==> config.mk <==
export PLATFORM = sky130hd
export DESIGN_NAME = fetch_stage
export DESIGN_NICKNAME = d
export VERILOG_FILES = /design/src/rtl/fetch_pkg.sv /design/src/rtl/branch_target_calc.sv /design/src/rtl/fetch_stage.sv
export SDC_FILE = /design/constraint.sdc
export NUM_CORES = 1
export LEC_CHECK = 0
export CELL_PAD_IN_SITES_DETAIL_PLACEMENT = 2
export CELL_PAD_IN_SITES_GLOBAL_PLACEMENT = 2
export CORE_MARGIN = 2
export CORE_UTILIZATION = 33
export CTS_CLUSTER_DIAMETER = 50
export CTS_CLUSTER_SIZE = 28
export DETAILED_ROUTE_END_ITERATION = 10
export HOLD_SLACK_MARGIN = 0.06
export PLACE_DENSITY = 0.89
export RECOVER_POWER = 100
export SYNTH_ARGS = -nofsm -noshare
export SYNTH_HDL_FRONTEND = slang
export SYNTH_HIERARCHICAL = 1
export SYNTH_SLANG_ARGS = --single-unit
==> constraint.sdc <==
create_clock -name clk -period 2.7 [get_ports clk]
set_clock_uncertainty 0.05 [all_clocks]
set_input_delay 0.405 -clock clk [delete_from_list [all_inputs] [get_ports clk]]
set_output_delay 0.405 -clock clk [all_outputs]
set_load 0.03 [all_outputs]
==> src/rtl/fetch_pkg.sv <==
// Shared types and constants for the instruction-fetch stage and its helpers.
package fetch_pkg;

  typedef enum logic [1:0] {
    FETCH = 2'd0,
    DRAIN = 2'd1,
    FULL  = 2'd2
  } fetch_state_t;

  typedef struct packed {
    logic [31:0] instr;
    logic [31:0] pc4;
  } if_id_t;

  localparam logic [31:0] NOP_INSTR        = 32'h0000_0000;
  localparam logic [31:0] DEFAULT_RESET_PC = 32'h0000_0000;
  localparam logic [31:0] ALIGN_MASK       = 32'hFFFF_FFFC;

endpackage

==> src/rtl/branch_target_calc.sv <==
// Branch target adder: pc4 + word offset, wrapping modulo 2^32.
module branch_target_calc (
  input  logic [31:0] pc4,
  input  logic [31:0] imm,
  output logic [31:0] target
);

  assign target = pc4 + (imm << 2);

endmodule

==> src/rtl/fetch_stage.sv <==
// Instruction-fetch stage: PC, imem req/ready handshake, IF/ID register with a
// one-entry skid buffer, and branch redirect that drains an in-flight access.
module fetch_stage
  import fetch_pkg::*;
#(
  parameter logic [31:0] RESET_PC = DEFAULT_RESET_PC
) (
  input  logic         clk,
  input  logic         rst_n,
  input  logic         stall,
  input  logic         branch_taken,
  input  logic [31:0]  branch_pc4,
  input  logic [31:0]  branch_imm,
  output logic         imem_req,
  output logic [31:0]  imem_addr,
  input  logic         imem_ready,
  input  logic [31:0]  imem_rdata,
  output logic [31:0]  if_id_instr,
  output logic [31:0]  if_id_pc4,
  output logic         if_id_valid,
  output logic [15:0]  if_id_imm16,
  output fetch_state_t dbg_state
);

  fetch_state_t state;
  logic [31:0]  pc_q;
  logic [31:0]  redirect_q;
  logic         busy;
  if_id_t       if_id_q;
  if_id_t       skid_q;
  logic         if_id_valid_q;

  logic [31:0]  target;
  logic [31:0]  target_aligned;
  logic [31:0]  pc_plus4;
  logic         done;
  logic         in_flight;

  branch_target_calc u_branch_target_calc (
    .pc4    (branch_pc4),
    .imm    (branch_imm),
    .target (target)
  );

  assign target_aligned = target & ALIGN_MASK;
  assign pc_plus4       = pc_q + 32'd4;

  // Handshake: an access completes on any cycle with imem_req && imem_ready;
  // once imem_req is high it and imem_addr stay put until that cycle.
  always_comb begin
    imem_req = 1'b0;
    if (rst_n) begin
      case (state)
        FETCH:   imem_req = !stall || busy;
        DRAIN:   imem_req = 1'b1;
        default: imem_req = 1'b0;
      endcase
    end
  end

  assign done      = imem_req && imem_ready;
  assign in_flight = imem_req && !imem_ready;

  always_ff @(posedge clk or negedge rst_n) begin
    if (!rst_n) begin
      state         <= FETCH;
      pc_q          <= RESET_PC & ALIGN_MASK;
      redirect_q    <= RESET_PC & ALIGN_MASK;
      busy          <= 1'b0;
      if_id_q       <= '{instr: NOP_INSTR, pc4: 32'd0};
      skid_q        <= '{instr: NOP_INSTR, pc4: 32'd0};
      if_id_valid_q <= 1'b0;
    end else begin
      busy <= in_flight;
      case (state)
        FETCH: begin
          if (branch_taken) begin
            if_id_valid_q <= 1'b0;
            // An access already raised must finish on its old address first.
            if (in_flight) begin
              redirect_q <= target_aligned;
              state      <= DRAIN;
            end else begin
              pc_q <= target_aligned;
            end
          end else if (done) begin
            pc_q <= pc_plus4;
            if (stall) begin
              skid_q <= '{instr: imem_rdata, pc4: pc_plus4};
              state  <= FULL;
            end else begin
              if_id_q       <= '{instr: imem_rdata, pc4: pc_plus4};
              if_id_valid_q <= 1'b1;
            end
          end else if (!stall) begin
            if_id_valid_q <= 1'b0;
          end
        end

        DRAIN: begin
          if_id_valid_q <= 1'b0;
          if (done) begin
            pc_q  <= branch_taken ? target_aligned : redirect_q;
            state <= FETCH;
          end else if (branch_taken) begin
            redirect_q <= target_aligned;
          end
        end

        FULL: begin
          if (branch_taken) begin
            pc_q          <= target_aligned;
            if_id_valid_q <= 1'b0;
            state         <= FETCH;
          end else if (!stall) begin
            if_id_q       <= skid_q;
            if_id_valid_q <= 1'b1;
            state         <= FETCH;
          end
        end

        default: state <= FETCH;
      endcase
    end
  end

  assign imem_addr   = pc_q;
  assign if_id_instr = if_id_q.instr;
  assign if_id_pc4   = if_id_q.pc4;
  assign if_id_valid = if_id_valid_q;
  assign if_id_imm16 = if_id_q.instr[15:0];
  assign dbg_state   = state;

endmodule

==> results summary <==
The run finished, with violations left. The checks that failed: max-capacitance violations, max-slew violations, negative setup slack. Across the VDD grid, the largest voltage drop is 599.3 µV.

The relative slew slack is -20.02%. The area after detailed placement is 15630 µm². The worst hold slack came out at ~0.29 ns. The number of buffers and inverters on the critical path is 3. The number of buffers added on ports came out at approximately 210. The number of remaining DRC errors came out at 0. After routing the design area is between 15000 and 20000 µm². The number of antenna violations at the first check in global routing came to 3. The library cell contributing the largest single delay on the critical path is sky130_fd_sc_hd__fa_2. The min-delay analysis places its worst path in the category in -> reg. In the post-route analysis, the smallest setup slack over all paths is -0.7698 ns.

The critical path class is in -> reg. The global placement routability congestion came out at a little under 0.9. The max-cap violation count is 1.

Detailed placement finished with a half-perimeter wire length of between 30000 and 40000 µm. Clock-pin slew was measured on the worst setup and hold paths at 0.10 ns. The most common cell after layout, fill and taps aside is sky130_fd_sc_hd__dfrtp_1.

The Yosys warning count is 6. The power per standard cell area came out at 1151 nW/µm². The first global-routing pass estimated between 80000 and 90000 µm of wire. The worst endpoint data arrival time came out at between 3 and 4 ns. Once placement completed, the tool counted placed cells totaling slightly below 2000. The portion of total power attributed to combinational logic came out at about 58%. The first TritonRoute pass finished after 5 iterations. The y dimension of the die came out at 194.6 µm. Entering global routing, the biggest net connects between 150 and 200 pins.

The starting density of the core is between 30 and 40%. The final non-filler cell total came out at 2062. The maximum clock frequency is 0.2882 GHz.

The actual transition at the worst max-transition pin came out at approximately 1.8 ns. Cells fill 49.24% of the core in the end. The die outline area came out at ~38000 µm².

The share of power burned in the clock network is 14.0%. The minimum period implied by the final worst setup slack is 3.470 ns. In this run the worst path has a maximum fanout of 3.

Setup repair after global routing could not meet its margin everywhere. Grouping stages by cell kind, the critical path spends the most delay in compound AO/OA/AOI/OAI gates. The total global routing overflow came out at 0. The type of element capturing the critical path is a flip-flop. Global routing used between 30% and 40% of the available tracks across all layers. The internal power of the cells is 9.998 mW. The largest buffer count on any clock path is 2. In this run the static leakage power is around 7.6 nW. The horizontal die dimension is 194.6 µm. The ratio of routed vias to standard cells is between 6 and 7. The number of clock sinks seen by CTS is a little under 200. The count of boundary I/O pins is 217. Setup violations remaining at the end of the flow were counted as about 120.

In the layout the commonest cells are 196 x sky130_fd_sc_hd__dfrtp_1, 186 x sky130_fd_sc_hd__buf_4, 116 x sky130_fd_sc_hd__dlygate4sd3_1. The average wire per standard cell is between 30 and 40 µm. A synthesized cell averages between 9 and 10 µm². The post-route antenna net violation count came out at 0. The site row count came out at 69.

The synthesized net count came out at approximately 1400. The deepest level of the CTS H-tree came out at 4. Walking the worst path, the cells encountered are buf_6 > ha_4 > inv_2 > fa_2 > nor2b_4 > o2111ai_4 > buf_4 > and3_4 > o311ai_4 > a31oi_1 > xnor2_1 > mux2_2 > a221oi_4 > nor3_1 > o21ai_1 > nand2_1. The layout cell share with drive strength beyond 1 is 33.71%.

In the final timing run, aggregate negative setup slack is -24.44 ns. The core outline area came out at 35660 µm². STA classifies the critical path startpoint as an input port. The fraction of power spent switching nets came out at 50.52%.

At the later pin of the worst-skew pair, clock insertion delay measures 0.48 ns. TritonCTS built the clock tree. Compared with the post-synthesis result, the final layout area differs by 46.49%. The final-report max-slew violation count came out at between 150 and 200. The netlist area before placement came out at about 12000 µm².

The final-report hold violation count came out at 0. The total CTS buffers came out at 17. The delay of the slowest critical-path stage came out at 0.38 ns.

The worst reg-to-reg setup slack came out at -0.48 ns. The wire length after detailed routing is between 60000 and 70000 µm. The instance count of the mapped netlist came out at between 1000 and 1500.

The portion of the clock cycle consumed by the worst path in the final layout is 128.5%. The sequential share of power is roughly 28%. The via count of the first global-routing pass is around 14000.

The vias after detailed routing came out at roughly 12000. The cell sitting at the root of the clock tree is a sky130_fd_sc_hd__clkbuf_16. The final layout net count is roughly 1700.

In this run the power spent charging and discharging nets is 10.21 mW. At the worst endpoint, the required time is 2.95 ns. The detailed router finished its first iteration with approximately 830 violations.
worst reg2reg max path, stage by stage, from the launching register on:
cell and delay [ns]:
sky130_fd_sc_hd__dfrtp_1 0.42, sky130_fd_sc_hd__inv_1 0.19, sky130_fd_sc_hd__ha_1 0.32, sky130_fd_sc_hd__clkbuf_1 0.42, sky130_fd_sc_hd__a31o_1 0.30, sky130_fd_sc_hd__a31oi_1 0.13, sky130_fd_sc_hd__nor3_1 0.37, sky130_fd_sc_hd__buf_6 0.39
sky130_fd_sc_hd__mux2_2 0.48
state kept, by name, summed over array words and instances, names as in the netlist:
| signal | cells |
|---|---|
| dbg_state | 2 |
| redirect_q | 32 |
| imem_addr | 32 |
| if_id_valid | 1 |
| busy | 1 |
| if_id_instr | 32 |
| skid_q | 64 |
| if_id_pc4 | 32 |
metal layers:
layer | GRT usage [%] | wire [µm] | vias to the layer above
li1 | - | - | 5169
met2 | 55.85 | 32690 | 665
met1 | 34.85 | 24010 | 6375
met4 | 16.75 | 4693 | 2
met3 | 6.004 | 3867 | 273
met5 | 0 | 14 | -
stage by stage:
step / worst slack [ns] / total power [mW]
6_report: -0.7698 / 20.21
5_1_grt: -0.7290 / 20.90
3_3_place_gp: -1.270 / 14.82
4_1_cts: -0.3857 / 19.36
3_5_place_dp: -1.554 / 15.68
2_1_floorplan: -0.5686 / 11.37
what timing repair did:
| action | in CTS | in global routing |
|---|---|---|
| hold buffers | 1 | 0 |
| setup buffers | 45 | 20 |
| resized for setup | 273 | 74 |
| cloned | 0 | 1 |
| hold endpoints to repair | 17 | 0 |
| endpoints found under the setup margin | 69 | 115 |
| pin swaps | 89 | 45 |
worst paths after layout:
kind                                    start             end  cells after the start
min in group asynchronous               rst_n    dbg_state[0]                      2
worst min-delay path            branch_pc4[2]   redirect_q[2]                      3
worst max register to register   dbg_state[1]  redirect_q[10]                      8
worst max-delay path            branch_imm[0]   imem_addr[18]                     16
worst min register to register  if_id_pc4[10]   if_id_pc4[10]                      2
max in group asynchronous               rst_n   imem_addr[24]                      3
final cells by class:
cell class | instances | area (µm²)
Multi-Input combinational cell | 898 | 7446
Inverter | 38 | 142.6
Timing Repair Buffer | 435 | 3846
Antenna cell | 2 | 5.005
Sequential cell | 196 | 4905
Clock buffer | 17 | 425.4
Tap cell | 461 | 576.8
Fill cell | 3584 | 18100
Clock inverter | 15 | 210.2
power groups by stage:
stage	sequential, mW	combinational (mW)	clock [mW]
finish	5.72	11.7	2.83
floorplan	6.40	4.97	0
detailed placement	5.56	10.1	0
global route	5.82	12.1	2.96
CTS	5.59	11.0	2.82
global placement	5.32	9.50	0
(Power assumes the default switching activity.)
